<file path="src/rtl/wb_arbiter_if.sv">
// Writeback arbiter bus bundle: ALU result, long-latency handshake, register-file
// write port and hazard-side status. slave = arbiter, master = core/driver.
interface wb_arbiter_if #(
  parameter int DEPTH = 4
);
  localparam int CW = $clog2(DEPTH) + 1;

  logic          alu_valid;
  logic [4:0]    alu_rd;
  logic [31:0]   alu_data;
  logic          ll_valid;
  logic          ll_ready;
  logic [4:0]    ll_rd;
  logic [31:0]   ll_data;
  logic          alu_stall;
  logic          rf_we;
  logic [4:0]    rf_waddr;
  logic [31:0]   rf_wdata;
  logic [CW-1:0] fifo_count;
  logic [31:0]   ll_pending;

  modport slave (
    input  alu_valid, alu_rd, alu_data, ll_valid, ll_rd, ll_data,
    output ll_ready, alu_stall, rf_we, rf_waddr, rf_wdata, fifo_count, ll_pending
  );

  modport master (
    output alu_valid, alu_rd, alu_data, ll_valid, ll_rd, ll_data,
    input  ll_ready, alu_stall, rf_we, rf_waddr, rf_wdata, fifo_count, ll_pending
  );
endinterface

</file>
<file path="src/rtl/wb_arbiter.sv">
// Merges single-cycle ALU results with buffered long-latency results onto one
// register-file write port, with a starvation guard and per-register pending mask.
module wb_arbiter #(
  parameter int DEPTH      = 4,
  parameter int STARVE_MAX = 8
) (
  input  logic        clk,
  input  logic        reset,
  wb_arbiter_if.slave bus
);
  localparam int AW = $clog2(DEPTH);
  localparam int CW = AW + 1;
  localparam int WW = $clog2(STARVE_MAX + 1);

  typedef enum logic {NORMAL, FORCE} state_e;

  state_e        state_q, state_d;
  logic [4:0]    rd_mem_q   [DEPTH];
  logic [31:0]   data_mem_q [DEPTH];
  logic [AW-1:0] rptr_q, wptr_q;
  logic [CW-1:0] count_q, count_d;
  logic [WW-1:0] wait_q, wait_d;
  logic          stall_q, stall_d;
  logic          rf_we_q, rf_we_d;
  logic          rf_ll_q, rf_ll_d;
  logic [4:0]    rf_waddr_q, rf_waddr_d;
  logic [31:0]   rf_wdata_q, rf_wdata_d;
  logic          ready, nonempty, alu_sel, push, pop;
  logic [31:0]   pend;

  assign ready    = (count_q < CW'(DEPTH)) && !reset;
  assign nonempty = (count_q != '0);
  // ALU never wins in FORCE, so the head pops whenever the ALU does not take the slot.
  assign alu_sel  = (state_q == NORMAL) && bus.alu_valid && (bus.alu_rd != 5'd0);
  assign pop      = nonempty && !alu_sel;
  // rd=0 transfers complete the handshake but are dropped here.
  assign push     = bus.ll_valid && ready && (bus.ll_rd != 5'd0);

  always_comb begin
    count_d    = count_q + CW'(push) - CW'(pop);
    rf_we_d    = alu_sel || pop;
    rf_ll_d    = pop;
    rf_waddr_d = rf_waddr_q;
    rf_wdata_d = rf_wdata_q;
    if (alu_sel) begin
      rf_waddr_d = bus.alu_rd;
      rf_wdata_d = bus.alu_data;
    end else if (pop) begin
      rf_waddr_d = rd_mem_q[rptr_q];
      rf_wdata_d = data_mem_q[rptr_q];
    end
    wait_d  = (pop || !nonempty) ? '0 : wait_q + WW'(1);
    state_d = NORMAL;
    stall_d = 1'b0;
    if (state_q == NORMAL && wait_d == WW'(STARVE_MAX)) begin
      state_d = FORCE;
      stall_d = 1'b1;
    end
  end

  always_ff @(posedge clk) begin
    if (reset) begin
      state_q    <= NORMAL;
      rptr_q     <= '0;
      wptr_q     <= '0;
      count_q    <= '0;
      wait_q     <= '0;
      stall_q    <= 1'b0;
      rf_we_q    <= 1'b0;
      rf_ll_q    <= 1'b0;
      rf_waddr_q <= '0;
      rf_wdata_q <= '0;
    end else begin
      state_q    <= state_d;
      count_q    <= count_d;
      wait_q     <= wait_d;
      stall_q    <= stall_d;
      rf_we_q    <= rf_we_d;
      rf_ll_q    <= rf_ll_d;
      rf_waddr_q <= rf_waddr_d;
      rf_wdata_q <= rf_wdata_d;
      if (push) wptr_q <= wptr_q + AW'(1);
      if (pop)  rptr_q <= rptr_q + AW'(1);
    end
  end

  always_ff @(posedge clk) begin
    if (push) begin
      rd_mem_q[wptr_q]   <= bus.ll_rd;
      data_mem_q[wptr_q] <= bus.ll_data;
    end
  end

  // An entry is live when its distance from the read pointer is below the occupancy.
  always_comb begin : pend_c
    logic [AW-1:0] off;
    off  = '0;
    pend = '0;
    for (int i = 0; i < DEPTH; i++) begin
      off = AW'(i) - rptr_q;
      if ({1'b0, off} < count_q) pend[rd_mem_q[i]] = 1'b1;
    end
    if (rf_we_q && rf_ll_q) pend[rf_waddr_q] = 1'b1;
  end

  assign bus.ll_ready   = ready;
  assign bus.alu_stall  = stall_q;
  assign bus.rf_we      = rf_we_q;
  assign bus.rf_waddr   = rf_waddr_q;
  assign bus.rf_wdata   = rf_wdata_q;
  assign bus.fifo_count = count_q;
  assign bus.ll_pending = pend;
endmodule

</file>
<file path="src/flat_wrapper.sv">
// flat-port wrapper written by rule: the top's interface ports become plain ports
module wb_arbiter_flat 
#(
  parameter int DEPTH      = 4,
  parameter int STARVE_MAX = 8
)
  (clk, reset, bus_alu_valid, bus_alu_rd, bus_alu_data, bus_ll_valid, bus_ll_rd, bus_ll_data, bus_ll_ready, bus_alu_stall, bus_rf_we, bus_rf_waddr, bus_rf_wdata, bus_fifo_count, bus_ll_pending);
  wb_arbiter_if #(.DEPTH(DEPTH)) bus_i ();
  input  logic clk;
  input  logic reset;
  input wire logic [$bits(bus_i.alu_valid)-1:0] bus_alu_valid;
  input wire logic [$bits(bus_i.alu_rd)-1:0] bus_alu_rd;
  input wire logic [$bits(bus_i.alu_data)-1:0] bus_alu_data;
  input wire logic [$bits(bus_i.ll_valid)-1:0] bus_ll_valid;
  input wire logic [$bits(bus_i.ll_rd)-1:0] bus_ll_rd;
  input wire logic [$bits(bus_i.ll_data)-1:0] bus_ll_data;
  output wire logic [$bits(bus_i.ll_ready)-1:0] bus_ll_ready;
  output wire logic [$bits(bus_i.alu_stall)-1:0] bus_alu_stall;
  output wire logic [$bits(bus_i.rf_we)-1:0] bus_rf_we;
  output wire logic [$bits(bus_i.rf_waddr)-1:0] bus_rf_waddr;
  output wire logic [$bits(bus_i.rf_wdata)-1:0] bus_rf_wdata;
  output wire logic [$bits(bus_i.fifo_count)-1:0] bus_fifo_count;
  output wire logic [$bits(bus_i.ll_pending)-1:0] bus_ll_pending;
  assign bus_i.alu_valid = bus_alu_valid;
  assign bus_i.alu_rd = bus_alu_rd;
  assign bus_i.alu_data = bus_alu_data;
  assign bus_i.ll_valid = bus_ll_valid;
  assign bus_i.ll_rd = bus_ll_rd;
  assign bus_i.ll_data = bus_ll_data;
  assign bus_ll_ready = bus_i.ll_ready;
  assign bus_alu_stall = bus_i.alu_stall;
  assign bus_rf_we = bus_i.rf_we;
  assign bus_rf_waddr = bus_i.rf_waddr;
  assign bus_rf_wdata = bus_i.rf_wdata;
  assign bus_fifo_count = bus_i.fifo_count;
  assign bus_ll_pending = bus_i.ll_pending;
  wb_arbiter #(.DEPTH(DEPTH), .STARVE_MAX(STARVE_MAX)) u_core (.clk(clk), .reset(reset), .bus(bus_i));
endmodule
</file>
<file path="config.mk">
export PLATFORM = sky130hd
export DESIGN_NAME = wb_arbiter_flat
export DESIGN_NICKNAME = d
export VERILOG_FILES = /design/src/rtl/wb_arbiter_if.sv /design/src/rtl/wb_arbiter.sv /design/src/flat_wrapper.sv
export SDC_FILE = /design/constraint.sdc
export NUM_CORES = 1
export LEC_CHECK = 0
export ABC_AREA = 1
export CORE_MARGIN = 3
export CORE_UTILIZATION = 55
export DETAILED_ROUTE_END_ITERATION = 12
export PLACE_DENSITY = 0.9
export SYNTH_ARGS = -nofsm -noshare
export SYNTH_HDL_FRONTEND = slang
export SYNTH_SLANG_ARGS = --single-unit
export TNS_END_PERCENT = 100
</file>
<file path="constraint.sdc">
create_clock -name clk -period 3.5 [get_ports clk]
set_clock_uncertainty 0.2 [all_clocks]
set_input_delay 0.7 -clock clk [delete_from_list [all_inputs] [get_ports clk]]
set_output_delay 0.7 -clock clk [all_outputs]
set_load 0.01 [all_outputs]
</file>
Word level (Yosys, flattened, before mapping):

Memory sizes are Yosys's and may differ from the RTL's. A register that Yosys moved wholly into a read port is not among the register bits.
Cells that the tools add are included.

* order comparisons: 15
* reduce and logical (&&, ||, !) cells: 22
* bitwise logic cells: 5
* muxes and demuxes: 27
* add/sub/neg operators: 9
* equal/unequal tests: 1

Operator list (number)
* $mux 32: 7
* $or 32x32->32: 4
* $lt 5x6->1 const B: 5
* $demux 1 s5: 5
* $ge 5x1->1 const B: 5
* $logic_and 1x1->1: 13
* $lt 2x3->1: 4
* $mux 5: 2
* $reduce_bool 5->1: 2
* $mux 1: 8
* $mux 2: 4
* $add 2x1->2 const B: 2
* $add 4x1->4 const B: 1
* $eq 4x4->1 const B: 1
* $mux 4: 1
* $sub 1x2->2 const A: 2
* $sub 2x2->2 const A: 2
* $add 3x1->3: 1
* $logic_not 1->1: 3
* $lt 3x3->1 const B: 1
* $reduce_bool 3->1: 1
* $sub 3x1->3: 1
* $logic_or 1x1->1: 2
* $reduce_bool 2->1: 1
* $not 1->1: 1

* word-level logic and storage cells: 90
* output and inout bits: 75
* memory bits (writable): 148
* memories: 2
* input bits: 78
* register bits: 51

Memory list
* u_core.data_mem_q: words 4, bits a word 32, rd ports 1, clocked after memory_dff 1, wr ports 1, RTL line wb_arbiter.sv:19 `logic [31:0] data_mem_q [DEPTH];`
* u_core.rd_mem_q: words 4, bits a word 5, rd ports 5, clocked after memory_dff 1, wr ports 1, RTL line wb_arbiter.sv:18 `logic [4:0] rd_mem_q [DEPTH];`

Logic depth before layout (Yosys ltp):

Gate-level depths: netlist of the first run.

* depth after elaboration: 13
* gate-level depth with buffers: 13
* mapped depth without buffers: 12

Least setup slack after synthesis of the first run:

Ideal clock, no wire load.

* path kind: input to register
* start: input reset
* end: memory u_core.data_mem_q[0][0] (enable)
* setup time: 0.431 ns
* arrival: 2.615 ns
* required time: 2.869 ns
* buffers on the path: 0
* stages: 3
* path slack: 0.253 ns
* path through: nor3b_1 -> nand2_1 -> nor2_1

* longest elaborated chain between the ends: 6

RTL lines
* start, declared: RTL line flat_wrapper.sv:10 `input logic reset;`
* $logic_not 1->1: RTL line wb_arbiter.sv:31 `assign ready = (count_q < CW'(DEPTH)) && !reset;`
* $logic_and 1x1->1: RTL line wb_arbiter.sv:31
* $logic_and 1x1->1 (2 in series): RTL line wb_arbiter.sv:37 `assign push = bus.ll_valid && ready && (bus.ll_rd != 5'd0);`
* $mux 1: RTL line wb_arbiter.sv:88 `if (push) begin`
* $mux 1 (implied by the code): RTL line wb_arbiter.sv:90 `data_mem_q[wptr_q] <= bus.ll_data;`
* end, declared: RTL line wb_arbiter.sv:19

Every way passes these cells.

Worst setup path in the final report of the first run:

* start: register u_core.rf_waddr_q[1], in the netlist u_core.bus.rf_waddr[1]
* end: output bus_ll_pending[26]

* longest elaborated chain between the ends: 6
* elaborated cells on any way between the ends: 7
* classes of those cells: 2 x order compare; 3 x mux; 1 x bitwise; 1 x reduce/logical

RTL lines
* start, declared: RTL line wb_arbiter.sv:26 `logic [4:0] rf_waddr_q, rf_waddr_d;`
* start signal, assigned: RTL line wb_arbiter.sv:80 `rf_waddr_q <= rf_waddr_d;`
* $lt 5x6->1 (implied by the code) / $ge 5x1->1 (equally long branches): RTL line wb_arbiter.sv:103 `if (rf_we_q && rf_ll_q) pend[rf_waddr_q] = 1'b1;`
* $logic_and 1x1->1 (implied by the code): RTL line wb_arbiter.sv:103
* $mux 1 (implied by the code): RTL line wb_arbiter.sv:103
* $demux 1 s5 *
* $or 32x32->32 (no line) *
* $mux 32 *: RTL line wb_arbiter.sv:103
* end, declared: RTL line flat_wrapper.sv:23 `output wire logic [$bits(bus_i.ll_pending)-1:0] bus_ll_pending;`

Mark *: on every way between the ends. The rest lies on a longest branch, timed or not.

==> summary.txt, run 1 <==
design area: 12900 um^2
CP endpoint kind: primary output
Synth top area share: 43.3%
area of the multi-input gates: 4120 um^2
CP max-delay cell: dfxtp_1
vias in the first global route: 9285
crit path launch: u_core.bus.rf_waddr[1]$_SDFFE_PP0P_
pre-CTS setup slack: 233 ps
crit start category: flip-flop
MaxCap Viol Count: 0
Chip Height: 143 um
drt drc: 0
# clock sinks: 201
final slew viol count: 0
DR WL met2: 15.0 mm
Core ar.: 18100 um^2
sequential fraction of the synthesis area: 53.6%
gr ovfl total: 0
Power Density: 608 nW/um^2
vias: 9631
Area after DPL: 12100 um^2
antenna violations before repair: 1
antenna viol nets, final: 0
row count: 49
net count after synthesis: 1407
Setup TNS: -31.4 ps
synthesized area: 10300 um^2
Buf/Inv on CP: 2
WP data required: 2600 ps
post-synth cell types: 29
critical setup path kind: flip-flop to primary output
Critical Path, Cell by Cell: inv_1, nor3_2, nand2_1, nand2_1, nor2_1, nand2_1, clkdlybuf4s50_1
final wirelength: 30.8 mm
GRT Total Usage: 29.3%
outcome: finished with violations
Starting Density: 56.6%
initial DRC count: 1094
worst setup margin: -31.4 ps
final hold violation count: 0
# IOs: 153
first-pass GRT wire length: 47.2 mm
share of layout cells above drive strength 1: 6.56%
routability cong.: 0.976
worst-path fanout max: 7
most used cell, CP: nand2_1
total power: 7.83 mW
per-cell routed wire length: 18.0 um
Ys Warns: 0
Synth area leaders: edfxtp_1, nand2_1, dfxtp_1
Synth area leader: edfxtp_1
max_slew headroom: 44.2%
Largest stage delay, worst path: 540 ps
top layer in use: met5
Reg-to-Reg Start: u_core.bus.fifo_count[2]$_SDFF_PP0_
unrepaired setup endpoints after global routing: true
Inserted Diodes: 0
data arrival time of the worst path: 2630 ps
final setup vio count: 1
met1 WL: 11.5 mm
Final min period: 3530 ps
CTS root buffer: clkbuf_16
register cell area after layout: 5520 um^2
vias per std cell: 5.64
synthesized flop and latch total: 201
VDD IR-drop max: 0.000499 V
start point of the worst hold path: u_core.bus.rf_wdata[27]$_SDFFE_PP0P_
DR pass1 iterations: 6
Leak: 5.86 nW
Worst Tran Pin Value: 837 ps
Hold Path Class: flip-flop to flip-flop
met3 wire len: 2.89 mm
Syn Area/Cell: 7.79 um^2
fmax: 283 MHz
fin nets: 1555
Crit path max-delay family: simple AND/OR/NAND/NOR gates
Final Util: 70.9%
H-tree levels: 1
CTS max path bufs: 3
HPWL Detailed: 20.8 mm
Worst-path clk slew: 60 ps
port buffer count: 152
cts bufs inserted: 19
CTS tree: yes
Die Span X: 143 um
final-layout fill cell count: 1347
largest net degree at the start of global routing: 80
Layout area overhead: 25.3%
cells after synthesis: 1317
Final Cycle Share: 101%
worst skew pair latency: 490 ps
die area: 20300 um^2
failing checks: setup timing
## worst register-to-register path: cells and delay by family (launching register included)
kind	cells	cell delay, ps
AO/OA/AOI/OAI	2	220
XOR/XNOR	1	200
adder cells (fa/ha/maj)	3	850
buffers and inverters	3	300
flip-flops	1	390
AND/OR/NAND/NOR	2	410
## registers in the layout (all words and copies together) (netlist names), 2 cells and up, named ones only
signal / count
u_core.rptr_q: 2
u_core.wptr_q: 2
u_core.rd_mem_q: 20
u_core.data_mem_q: 128
u_core.wait_q: 4
u_core.bus.rf_waddr: 5
u_core.bus.rf_wdata: 32
u_core.bus.fifo_count: 3
## area by class of cell
| class | instances | share of cell area (%) |
|---|---|---|
| Tap cell | 229 | 2.23 |
| Clock inverter | 2 | 0.0973 |
| Timing Repair Buffer | 179 | 14.2 |
| Multi-Input combinational cell | 922 | 32.0 |
| Clock buffer | 32 | 4.34 |
| Sequential cell | 201 | 42.9 |
| Inverter | 142 | 4.20 |
## placed cells by master (no fill, tap or decap), types with 2 or more instances in the layout
cell type,synthesis,routed
dfxtp_4,0,2
nor2_2,0,3
nand2_1,379,377
inv_2,7,8
clkbuf_1,16,9
clkbuf_8,0,3
o21ai_1,13,13
nor3b_1,2,2
clkdlybuf4s50_1,0,126
buf_4,2,21
nor2_1,257,250
edfxtp_1,148,148
and2_1,3,3
inv_1,135,133
nand3_1,141,134
dfxtp_2,0,3
nor3_2,4,3
dfxtp_1,53,48
ha_1,11,11
nor2_4,0,4
nand3_2,0,4
buf_12,0,4
o21ai_0,50,50
dlymetal6s2s_1,0,17
nand4_1,2,2
clkbuf_16,0,20
a21oi_2,0,4
a21oi_1,26,22
or2_2,5,5
dlygate4sd2_1,0,9
nor3_1,20,20
nor3_4,1,2
nand2_2,1,2
nand3_4,0,3
## Yosys cell counts, drive strengths merged
library cell,number
a21oi,26
and2,3
buf,36
clkbuf,16
dfxtp,53
edfxtp,148
fa,1
ha,11
inv,142
nand2,380
nand3,141
nand3b,1
nand4,2
nor2,257
nor3,25
nor3b,2
nor4,1
o21ai,63
o22a,1
or2,5
xnor2,1
xor2,2
## final timing paths
path | end | slack, ps | cells after the start
setup / recovery | bus_ll_pending[26] | -30 | 7
hold / removal | u_core.bus.rf_wdata[27]$_SDFFE_PP0P_ | 270 | 2
setup reg to reg | u_core.bus.fifo_count[2]$_SDFF_PP0_ | 860 | 11
hold reg to reg | u_core.bus.rf_wdata[27]$_SDFFE_PP0P_ | 270 | 2
## routing by layer
| metal | GRT usage, % | vias to the layer above |
|---|---|---|
| li1 | - | 4515 |
| met1 | 36.6 | 4420 |
| met2 | 50.4 | 589 |
| met3 | 4.67 | 105 |
| met4 | 12.8 | 2 |
| met5 | 0 | - |
## logic make-up after synthesis
kind of cell	after synthesis	share of synthesized area, %
and+or+nand+nor	817	32.6
DFF	201	53.6
buffers and inverters	194	7.53
AOI/OAI and AO/OA	90	4.43
adders and majority gates	12	1.54
xor gates and xnor gates	3	0.256
## power breakdown
group          switching, mW  internal [mW]  total [mW]
sequential             0.178           2.79        2.97
combinational           1.87           1.07        2.94
clock                  0.829           1.09        1.92
## per-stage QoR
stage / cells / hold WS [ps]
final: 1707 / 274
after global routing: 1707 / 298
after CTS: 1703 / 277
after detailed placement: 1668 / 261
after global placement: 1668 / 257
after floorplan: 1317 / 237
## timing repair
item / 4_1_cts / 5_1_grt
pin swaps: 4 / 7
endpoints found under the setup margin: 32 / 23
resized for setup: 29 / 31
gates cloned: 0 / 1
buffers inserted: 1 / 3
hold buffers: 0 / 0
hold endpoints to repair: 0 / 0
Note: power is estimated with default switching activity, not from simulation.
==> inputs of run 2 (changes only) <==
Settings changed: RECOVER_POWER set to 100.
==> summary.txt, run 2 (synthesis results as in run 1) <==
unrepaired setup endpoints after global routing: true
final setup vio count: 1 (unchanged)
Area after DPL: 12100 um^2 (unchanged)
part of the power in registers: 38.3% (+0.4 points)
initial DRC count: 1042 (-4.8%)
CP max-delay cell: dfxtp_1
Comb power frac: 37.1% (-0.5 points)
drt drc: 0 (unchanged)
Hold EP: u_core.bus.rf_wdata[13]$_SDFFE_PP0P_
Sw Share: 37.0% (+0.19 points)
CTS root buffer: clkbuf_16
design area: 12800 um^2 (-0.53%)
worst skew pair latency: 480 ps (about the same)
Critical Path, Cell by Cell: inv_1, nor3_2, nand2_1, nand2_1, nor2_1, nand2_1, clkdlybuf4s50_1
largest net degree at the start of global routing: 80 (unchanged)
port buffer count: 152 (unchanged)
antenna violations before repair: 4 (+3)
outcome: finished with violations
GRT Total Usage: 29.3% (unchanged)
# IOs: 153 (unchanged)
# clock sinks: 201 (unchanged)
R2R Setup Slk: 740 ps (-120 ps)
cell internal pwr: 4.89 mW (-1.2%)
final slew viol count: 0 (unchanged)
R2R cell count: 5 (-6)
Layout area overhead: 24.7%
VDD IR-drop max: 0.000495 V (-0.65%)
gr ovfl total: 0 (unchanged)
Final min period: 3520 ps (-7.97 ps)
cts bufs inserted: 19 (unchanged)
DR pass1 iterations: 5 (-1)
worst setup margin: -23.5 ps (+7.97 ps)
CTS tree: yes
CP endpoint kind: primary output
commonest non-fill, non-tap cell in the layout: nand2_1
most frequent cells in the layout: nand2_1, nor2_1, edfxtp_1
NetSw: 2.87 mW (-0.40%)
largest reg by FF count: u_core.data_mem_q
max FFs per register: 128 (unchanged)
Worst-path clk slew: 60 ps (about the same)
routability cong.: 0.976 (unchanged)
WHS Path Cells: 2 (unchanged)
Final Cycle Share: 101% (-0.23 points)
WP data required: 2600 ps (about the same)
Hold Path Class: flip-flop to flip-flop
Largest stage delay, worst path: 550 ps (about the same)
per-cell routed wire length: 18.0 um (about the same)
CTS max path bufs: 3 (unchanged)
worst-path fanout max: 7 (unchanged)
share of layout cells above drive strength 1: 6.36% (-0.20 points)
Chip Height: 143 um (unchanged)
Power Density: 606 nW/um^2 (-0.37%)
first-pass GRT wire length: 47.2 mm (unchanged)
final-layout fill cell count: 1358 (+0.82%)
failing checks: setup timing
Worst Tran Pin Value: 1300 ps (+461 ps)
data arrival time of the worst path: 2620 ps (about the same)
r2r endpoint: u_core.rd_mem_q[2][2]$_DFFE_PP_
fin nets: 1555 (unchanged)
clock power share: 24.6% (about the same)
most used cell, CP: nand2_1
max_slew headroom: 13.5% (-31 points)
Die Span X: 143 um (unchanged)
Leak: 5.94 nW (+1.3%)
crit start category: flip-flop
final wirelength: 30.8 mm (+0.15%)
critical setup path kind: flip-flop to primary output
Core ar.: 18100 um^2 (unchanged)
vias in the first global route: 9285 (unchanged)
fmax: 284 MHz (+0.23%)
pre-CTS setup slack: 233 ps (unchanged)
Final Non-Filler Cells: 1709 (+0.12%)
MaxCap Viol Count: 0 (unchanged)
hold_buf cts: 0 (unchanged)
vias per std cell: 5.64 (about the same)
antenna viol nets, final: 0 (unchanged)
post-placement cell count: 1668 (unchanged)
HPWL Detailed: 20.8 mm (unchanged)
Starting Density: 56.6% (unchanged)
row count: 49 (unchanged)
start point of the worst hold path: u_core.bus.rf_wdata[13]$_SDFFE_PP0P_
H-tree levels: 1 (unchanged)
vias: 9647 (+0.17%)
Reg-to-Reg Start: u_core.bus.fifo_count[2]$_SDFF_PP0_
die area: 20300 um^2 (unchanged)
final hold violation count: 0 (unchanged)
## run 2: area by class of cell
type / instances / area [um^2] / area share, %
Sequential cell: 201 / 5520 / 43.1
Multi-Input combinational cell: 922 / 4120 / 32.2
Timing Repair Buffer: 179 / 1760 / 13.7
Clock buffer: 32 / 558 / 4.36
Inverter: 142 / 541 / 4.22
Tap cell: 229 / 287 / 2.24
Clock inverter: 2 / 12.5 / 0.0978
Antenna cell: 2 / 5.00 / 0.0391
## run 2: worst max-delay path by stage
stage	cells after the start	to	start	slack (ps)
2_1_floorplan	3	u_core.data_mem_q[0][0]$_DFFE_PP_	reset	250
3_5_place_dp	13	u_core.bus.fifo_count[2]$_SDFF_PP0_	bus_alu_valid	230
5_1_grt	7	bus_ll_pending[26]	u_core.bus.rf_waddr[1]$_SDFFE_PP0P_	-90
3_3_place_gp	10	bus_ll_pending[26]	u_core.rptr_q[0]$_SDFFE_PP0P_	260
4_1_cts	10	bus_ll_pending[21]	u_core.rptr_q[1]$_SDFFE_PP0P_	2
6_report	7	bus_ll_pending[26]	u_core.bus.rf_waddr[1]$_SDFFE_PP0P_	-20
## run 2: metrics by stage
step | hold WS, ps | util (%) | setup TNS [ps] | total power [mW]
after global placement | 257 | 66.6 | 0 | 5.61
final | 274 | 70.5 | -23.5 | 7.76
after floorplan | 237 | - | 0 | 4.64
after CTS | 277 | 70.2 | 0 | 7.68
after global routing | 295 | 70.5 | -699 | 8.14
after detailed placement | 261 | 66.6 | 0 | 5.70
## run 2: metal layers
metal  wire length [um]  part of all wire (%)  global-route usage [%]  vias to the layer above
li1                   -                     -                       -                     4511
met1              11800                    38                    36.6                     4485
met2              15000                    49                    50.4                      539
met3               2520                   8.2                    4.67                      108
met4               1380                   4.5                    12.8                        4
met5                 27                 0.088                       0                        -
## run 2: worst max-delay path, delay by kind of cell (launching register included)
kind,cells,cell delay (ps)
simple gates,5,850
buf+inv,2,730
flops,1,550
## run 2: repair_timing
action | 4_1_cts | 5_1_grt
pin swaps | 4 | 7
setup buffers | 1 | 3
gates cloned | 0 | 1
gates resized for setup | 29 | 31
endpoints found under the hold margin | 0 | 0
endpoints found under the setup margin | 32 | 23
## run 2: power groups by stage
stage | Combinational, mW | Clock [mW] | Sequential [mW]
final | 2.88 | 1.91 | 2.97
after CTS | 2.79 | 1.93 | 2.96
after detailed placement | 2.71 | 0 | 3.00
after global placement | 2.61 | 0 | 2.99
after global routing | 3.13 | 2.03 | 2.99
after floorplan | 1.64 | 0 | 3.01
